## config.mk

```make
export PLATFORM = sky130hd
export DESIGN_NAME = cpu_trace_buffer
export DESIGN_NICKNAME = d
export VERILOG_FILES = /design/src/rtl/cpu_dbg_pkg.sv /design/src/rtl/trace_ram.sv /design/src/rtl/cpu_trace_buffer.sv
export SDC_FILE = /design/constraint.sdc
export NUM_CORES = 1
export LEC_CHECK = 0
export CORE_MARGIN = 3
export CORE_UTILIZATION = 50
export DETAILED_ROUTE_END_ITERATION = 16
export PLACE_DENSITY_LB_ADDON = 0.25
export SLEW_MARGIN = 25
export SYNTH_ARGS = -nofsm -noshare
export SYNTH_HDL_FRONTEND = slang
export SYNTH_HIERARCHICAL = 1
export SYNTH_SLANG_ARGS = --single-unit
```

## constraint.sdc

```tcl
create_clock -name clock -period 6.75 [get_ports clock]
set_clock_uncertainty 0.05 [all_clocks]
set_input_delay 1.35 -clock clock [delete_from_list [all_inputs] [get_ports clock]]
set_output_delay 1.35 -clock clock [all_outputs]
set_load 0.03 [all_outputs]
```

## src/rtl/cpu_dbg_pkg.sv

```systemverilog
// Shared debug-infrastructure types and default widths used by the CPU and its trace unit.
package cpu_dbg_pkg;

    // Default fetch-stream widths, shared with the CPU core.
    localparam int DEF_ADDR_W  = 16;
    localparam int DEF_INSTR_W = 32;

    // One trace entry is {rom_addr, instruction}.
    localparam int TRACE_ENTRY_W = DEF_ADDR_W + DEF_INSTR_W;

    typedef enum logic [1:0] {
        IDLE,
        CAPTURE,
        DONE
    } trace_state_t;

endpackage

```

## src/rtl/trace_ram.sv

```systemverilog
// Trace storage: DEPTH x WIDTH, one synchronous write port, one registered read port.
module trace_ram #(
    parameter int DEPTH = 16,
    parameter int WIDTH = 48,
    parameter int AW    = $clog2(DEPTH)
) (
    input  logic             clock,
    input  logic             reset,
    input  logic             wr_en,
    input  logic [AW-1:0]    wr_addr,
    input  logic [WIDTH-1:0] wr_data,
    input  logic             rd_en,
    input  logic [AW-1:0]    rd_addr,
    output logic [WIDTH-1:0] rd_data
);

    logic [WIDTH-1:0] mem [DEPTH];

    // Write port: store the snooped entry at the write address.
    // NOTE: the storage array is deliberately not reset; only the control state and the read register are.
    always_ff @(posedge clock) begin
        if (wr_en) begin
            mem[wr_addr] <= wr_data;
        end
    end

    // Read port: registered output gives one cycle of read latency and holds between reads.
    // NOTE: sequential state is always assigned with <= so every register samples pre-edge values.
    always_ff @(posedge clock or posedge reset) begin
        if (reset) begin
            rd_data <= '0;
        end else if (rd_en) begin
            rd_data <= mem[rd_addr];
        end
    end

endmodule

```

## src/rtl/cpu_trace_buffer.sv

```systemverilog
// Fetch-stream trace capture with a programmable cycle limit, halt request and drain port.
module cpu_trace_buffer
    import cpu_dbg_pkg::*;
#(
    parameter int ADDR_W      = DEF_ADDR_W,
    parameter int INSTR_W     = DEF_INSTR_W,
    parameter int DEPTH       = 16,
    parameter int CYCLE_LIMIT = 15,
    parameter int CNT_W       = 16
) (
    input  logic                       clock,
    input  logic                       reset,
    input  logic                       arm,
    input  logic                       mode_wrap,
    input  logic                       sample_en,
    input  logic [ADDR_W-1:0]          rom_addr,
    input  logic [INSTR_W-1:0]         instruction,
    output logic                       halt,
    output logic                       capturing,
    input  logic                       rd_req,
    output logic                       rd_valid,
    output logic [ADDR_W+INSTR_W-1:0]  rd_data,
    output logic [$clog2(DEPTH+1)-1:0] count,
    output logic                       overflow
);

    localparam int ENTRY_W = ADDR_W + INSTR_W;
    localparam int PTR_W   = $clog2(DEPTH);
    localparam int CNT_O_W = $clog2(DEPTH + 1);
    localparam logic [CNT_O_W-1:0] FULL_CNT    = CNT_O_W'(DEPTH);
    localparam logic [CNT_O_W-1:0] ALMOST_FULL = CNT_O_W'(DEPTH - 1);
    localparam logic [CNT_W-1:0]   LAST_CYC    = CNT_W'(CYCLE_LIMIT - 1);

    // Elaboration checks: the pointers rely on power-of-two wrap, and the cycle counter must reach the limit.
    if ((DEPTH < 2) || ((DEPTH & (DEPTH - 1)) != 0)) begin : g_depth_check
        $error("cpu_trace_buffer: DEPTH must be a power of two and at least 2");
    end
    if ((CNT_W < 31) && (CYCLE_LIMIT >= (1 << CNT_W))) begin : g_cnt_w_check
        $error("cpu_trace_buffer: CNT_W is too narrow to count to CYCLE_LIMIT");
    end

    trace_state_t       state_q, state_d;
    logic [PTR_W-1:0]   wr_ptr, rd_ptr;
    logic [CNT_O_W-1:0] count_q;
    logic [CNT_W-1:0]   cyc_q;
    logic               wrap_q;
    logic               overflow_q;
    logic               halt_q;
    logic               rd_valid_q;

    logic wr_en, rd_en, overwrite, limit_hit, fills;

    // Datapath strobes; arm overrides any write or read in the same cycle.
    always_comb begin
        wr_en     = (state_q == CAPTURE) && sample_en && !arm;
        rd_en     = (state_q == DONE) && rd_req && !arm && (count_q != '0);
        overwrite = wr_en && wrap_q && (count_q == FULL_CNT);
        limit_hit = (CYCLE_LIMIT != 0) && (cyc_q == LAST_CYC);
        fills     = wr_en && !wrap_q && (count_q == ALMOST_FULL);
    end

    // Next-state logic: arm restarts from any state; capture ends at the cycle limit or a stop-mode fill.
    // NOTE: state_d takes its hold value first so no path through this block can infer a latch.
    always_comb begin
        state_d = state_q;
        if (arm) begin
            state_d = CAPTURE;
        end else begin
            case (state_q)
                CAPTURE: if (limit_hit || fills) state_d = DONE;
                default: state_d = state_q;
            endcase
        end
    end

    // State register.
    always_ff @(posedge clock or posedge reset) begin
        if (reset) begin
            state_q <= IDLE;
        end else begin
            state_q <= state_d;
        end
    end

    // Pointers, occupancy, cycle counter, flags and registered halt / read-valid.
    always_ff @(posedge clock or posedge reset) begin
        if (reset) begin
            wr_ptr     <= '0;
            rd_ptr     <= '0;
            count_q    <= '0;
            cyc_q      <= '0;
            wrap_q     <= 1'b0;
            overflow_q <= 1'b0;
            halt_q     <= 1'b0;
            rd_valid_q <= 1'b0;
        end else begin
            halt_q     <= (state_d == DONE);
            rd_valid_q <= rd_en;
            if (arm) begin
                wr_ptr     <= '0;
                rd_ptr     <= '0;
                count_q    <= '0;
                cyc_q      <= '0;
                overflow_q <= 1'b0;
                wrap_q     <= mode_wrap;
            end else begin
                if (state_q == CAPTURE) begin
                    cyc_q <= cyc_q + 1'b1;
                end
                if (wr_en) begin
                    wr_ptr <= wr_ptr + 1'b1;
                    if (overwrite) begin
                        // Full in wrap mode: the oldest entry is lost, so the read side moves past it.
                        rd_ptr     <= rd_ptr + 1'b1;
                        overflow_q <= 1'b1;
                    end else begin
                        count_q <= count_q + 1'b1;
                    end
                end
                if (rd_en) begin
                    rd_ptr  <= rd_ptr + 1'b1;
                    count_q <= count_q - 1'b1;
                end
            end
        end
    end

    trace_ram #(
        .DEPTH (DEPTH),
        .WIDTH (ENTRY_W),
        .AW    (PTR_W)
    ) u_ram (
        .clock   (clock),
        .reset   (reset),
        .wr_en   (wr_en),
        .wr_addr (wr_ptr),
        .wr_data ({rom_addr, instruction}),
        .rd_en   (rd_en),
        .rd_addr (rd_ptr),
        .rd_data (rd_data)
    );

    assign halt      = halt_q;
    assign capturing = (state_q == CAPTURE);
    assign rd_valid  = rd_valid_q;
    assign count     = count_q;
    assign overflow  = overflow_q;

endmodule

```

==> impl_results.md <==
* Status: finished, final reports clean
* Die X at about 260 µm
* Path type of the worst setup path: input port to register
* Worst path slowest cell: and2_4
* Final hold vios at 0
* Clk sinks at ~850
* Clock Latency Late Sink at between 600 and 700 ps
* CTS clk-pin slew, worst paths at 60 ps
* Vias in the first global route at 16,342
* CP startpoint kind: input port
* Worst path bufs/invs at 3
* Setup TNS at 0 ps
* Final core occ at 0.582
* First-pass GRT wire length at between 100 and 150 mm
* Fill count at about 4,600
* CTS Buf Count at between 80 and 90
* Max-cap violations at 0
* Longest Clk Path Bufs at 3
* I/O Buffers at 110
* Seq/Total Area, Yosys at 0.760
* Final setup violation count at 0
* Max Fclk at roughly 220 MHz
* GR peak layer: met2
* Mapped Area at between 30,000 and 40,000 µm²
* Reg2Reg Setup Slack at about 3500 ps
* Hold Crit Depth at 2
* Root buffer cell: clkbuf_16
* Final Cycle Share at 0.675
* Crit-path cells: clkdlybuf4s50_1 -> buf_4 -> and4bb_2 -> o21ai_4 -> inv_4 -> and2_4 -> a221oi_1
* Grt total ovfl at 0
* Vias/cell at a little over 6
* Worst rel slew slack at 0.293
* Min Tclk post-route at around 4600 ps
* Syn Area/Cell at around 22 µm²
* RSZ-0062 raised after global routing: false
* Post-synthesis register bit count at roughly 850
* Setup Fix Bufs, Post-CTS at 0
* Tightest Pin Transition at ~1100 ps
* Max rail drop VDD at around 0.00019 V
* Slew Limit Fails at 0
* Die height at roughly 260 µm
* Largest net degree at the start of global routing at just under 100
* DIE AREA at 69,200 µm²
* Routed wire length at 69.1 mm
* Row count at 93
* Max incr delay on CP at about 980 ps
* H-tree depth at 3
* 1st-pass router iterations at 5
* Overall routing resource usage at 0.203
* Worst r2r dst: u_ram/mem[2][41]
* Reg-to-reg startpoint: state_q[1]
* Remaining DRCs at 0
* Initial Utilization at 0.509
* CP required at slightly above 7000 ps
* Post_cts resized at 0
* Area delta synth->final at 14.3%
* Met1 Use GR at 0.293
* Initial antenna violation count at 1
* Critical path launch point: arm
* Hold Path Class: register to register
* Cell depth of the worst setup path at 7
* Worst Path Max Fanout at between 50 and 60
* Gp weighted congestion at ~0.76
* Worst setup path end: u_ram/rd_data[45]
* # hold bufs at CTS at 0
* Ys Warns at 6
* Net count, final at about 1,700
* Worst setup EP type: register
* WL/cell at between 20 and 30 µm
* GR Util met3 at 0.0368
* Post-synth ARST share at 0.0975
* Antenna viol nets, final at 0
* Post-synth EDFFs at about 770
* Arr. time, crit path at just under 5000 ps
* Vias after detailed routing at between 15,000 and 20,000
* Core Area at around 65,000 µm²
* Power consumption at approximately 11 mW
* Ys flop type: edfxtp_1
* GR Util met2 at 0.325
* Cells after synthesis at 1,503
* LEAKAGE at between 10 and 15 nW
* CTS tree: done
* Detailed Route Iter0 Violations at 1,230
* Synthesized net count at roughly 1,600
* I/O pin cnt at between 100 and 150
* Layout Cells excl Fill at approximately 2,600
* Cell family with most CP delay: buffers and inverters
* Pwr per Cell Area at roughly 290 nW/µm²
* Layout cell share with drive strength beyond 1 at 0.248
* Cell variety after synth at 63
* Worst R2R Path Depth at 5
* # placed instances at 2,422
* HPWL after DPL at roughly 37 mm
[metal layers]
metal  vias to the layer above  share of wire  routed length, µm
li1                       6646              -                  -
met1                      8386           0.43              30000
met2                       484           0.49              33800
met3                        89          0.059               4110
met4                         0          0.018               1270
met5                         -              0                  0
[cells in the mapped netlist (5+ instances only)]
cell type,n,area share
ha_1,7,0.0026
o22ai_1,39,0.0074
o21ai_0,9,0.0014
a21oi_1,16,0.0024
buf_2,22,0.0033
mux4_1,14,0.011
xor2_1,9,0.0024
inv_1,8,0.00091
a221oi_1,8,0.0021
mux2i_1,49,0.015
xnor2_1,6,0.0016
edfxtp_1,768,0.70
nor3_1,6,0.00091
buf_4,13,0.0030
nor2_1,84,0.0095
clkbuf_1,21,0.0024
dfrtp_1,83,0.063
nand2_1,13,0.0015
buf_8,10,0.0045
nand3_1,7,0.0011
buf_6,11,0.0037
o22ai_2,9,0.0034
nand2b_1,5,0.00095
mux4_2,178,0.12
a221oi_2,40,0.018
[how the worst min path moves through the flow]
stage | startpoint | endpoint
floorplan | cyc_q[15] | cyc_q[15]
global placement | overflow | overflow
detailed placement | overflow | overflow
CTS | overflow | overflow
global route | u_ram/rd_data[35] | u_ram/rd_data[35]
finish | overflow | overflow
[flip-flops by register name, indices dropped and copies added (netlist names)]
signal	count
wrap_q	1
rd_valid	1
u_ram/mem	768
cyc_q	16
overflow	1
state_q	2
count	5
wr_ptr	4
halt	1
rd_ptr	4
u_ram/rd_data	48
[cells by family after synthesis]
group,count (synthesis),share of synthesized area
AO/OA/AOI/OAI,135,0.0389
XOR/XNOR,15,0.00397
adder cells (fa/ha/maj),8,0.00325
buffers and inverters,90,0.0204
flip-flops,851,0.760
multiplexers,246,0.149
AND/OR/NAND/NOR,158,0.0240
[placed cells by master, fill, tap and decap left out, drive strengths merged, types with 5 or more instances in the layout]
cell type / count
inv: 13
o21ai: 10
a21oi: 16
clkdlybuf4s50: 110
nand2b: 5
nor3: 6
xor2: 9
dfrtp: 83
mux2i: 49
edfxtp: 768
clkinv: 32
o22ai: 48
nand3: 9
nor4: 5
ha: 7
buf: 36
mux2: 5
a221oi: 48
mux4: 192
nand2: 13
bufinv: 6
nor2: 84
xnor2: 6
clkbuf: 112
[area by class of cell]
cell class | instances | area (µm²) | area share
diodes | 1 | 2.50 | 0.0000662
clock buffers | 112 | 2350 | 0.0622
clock inverters | 46 | 410 | 0.0109
inverters | 8 | 32.5 | 0.000861
multi-input cells | 562 | 7360 | 0.195
flip-flops and latches | 851 | 25200 | 0.666
well taps | 855 | 1070 | 0.0283
repair buffers | 146 | 1400 | 0.0370
[report_power, final]
group	switching, mW	internal [mW]
Combinational	0.225	0.144
Clock	1.92	2.69
Sequential	0.0264	5.80
[worst min-delay path, stage by stage (launching register included)]
cell and delay [ps]:
dfrtp_1 350, a41oi_1 50, nor2_1 90
[through the flow]
step	hold WS (ps)	instance area (µm²)	setup slack (ps)
2_1_floorplan	469	33100	782
6_report	479	37800	2190
5_1_grt	559	37800	1980
3_3_place_gp	462	35000	1670
3_5_place_dp	452	35000	1520
4_1_cts	471	37800	2170
Note: power is estimated with default switching activity, not from simulation.
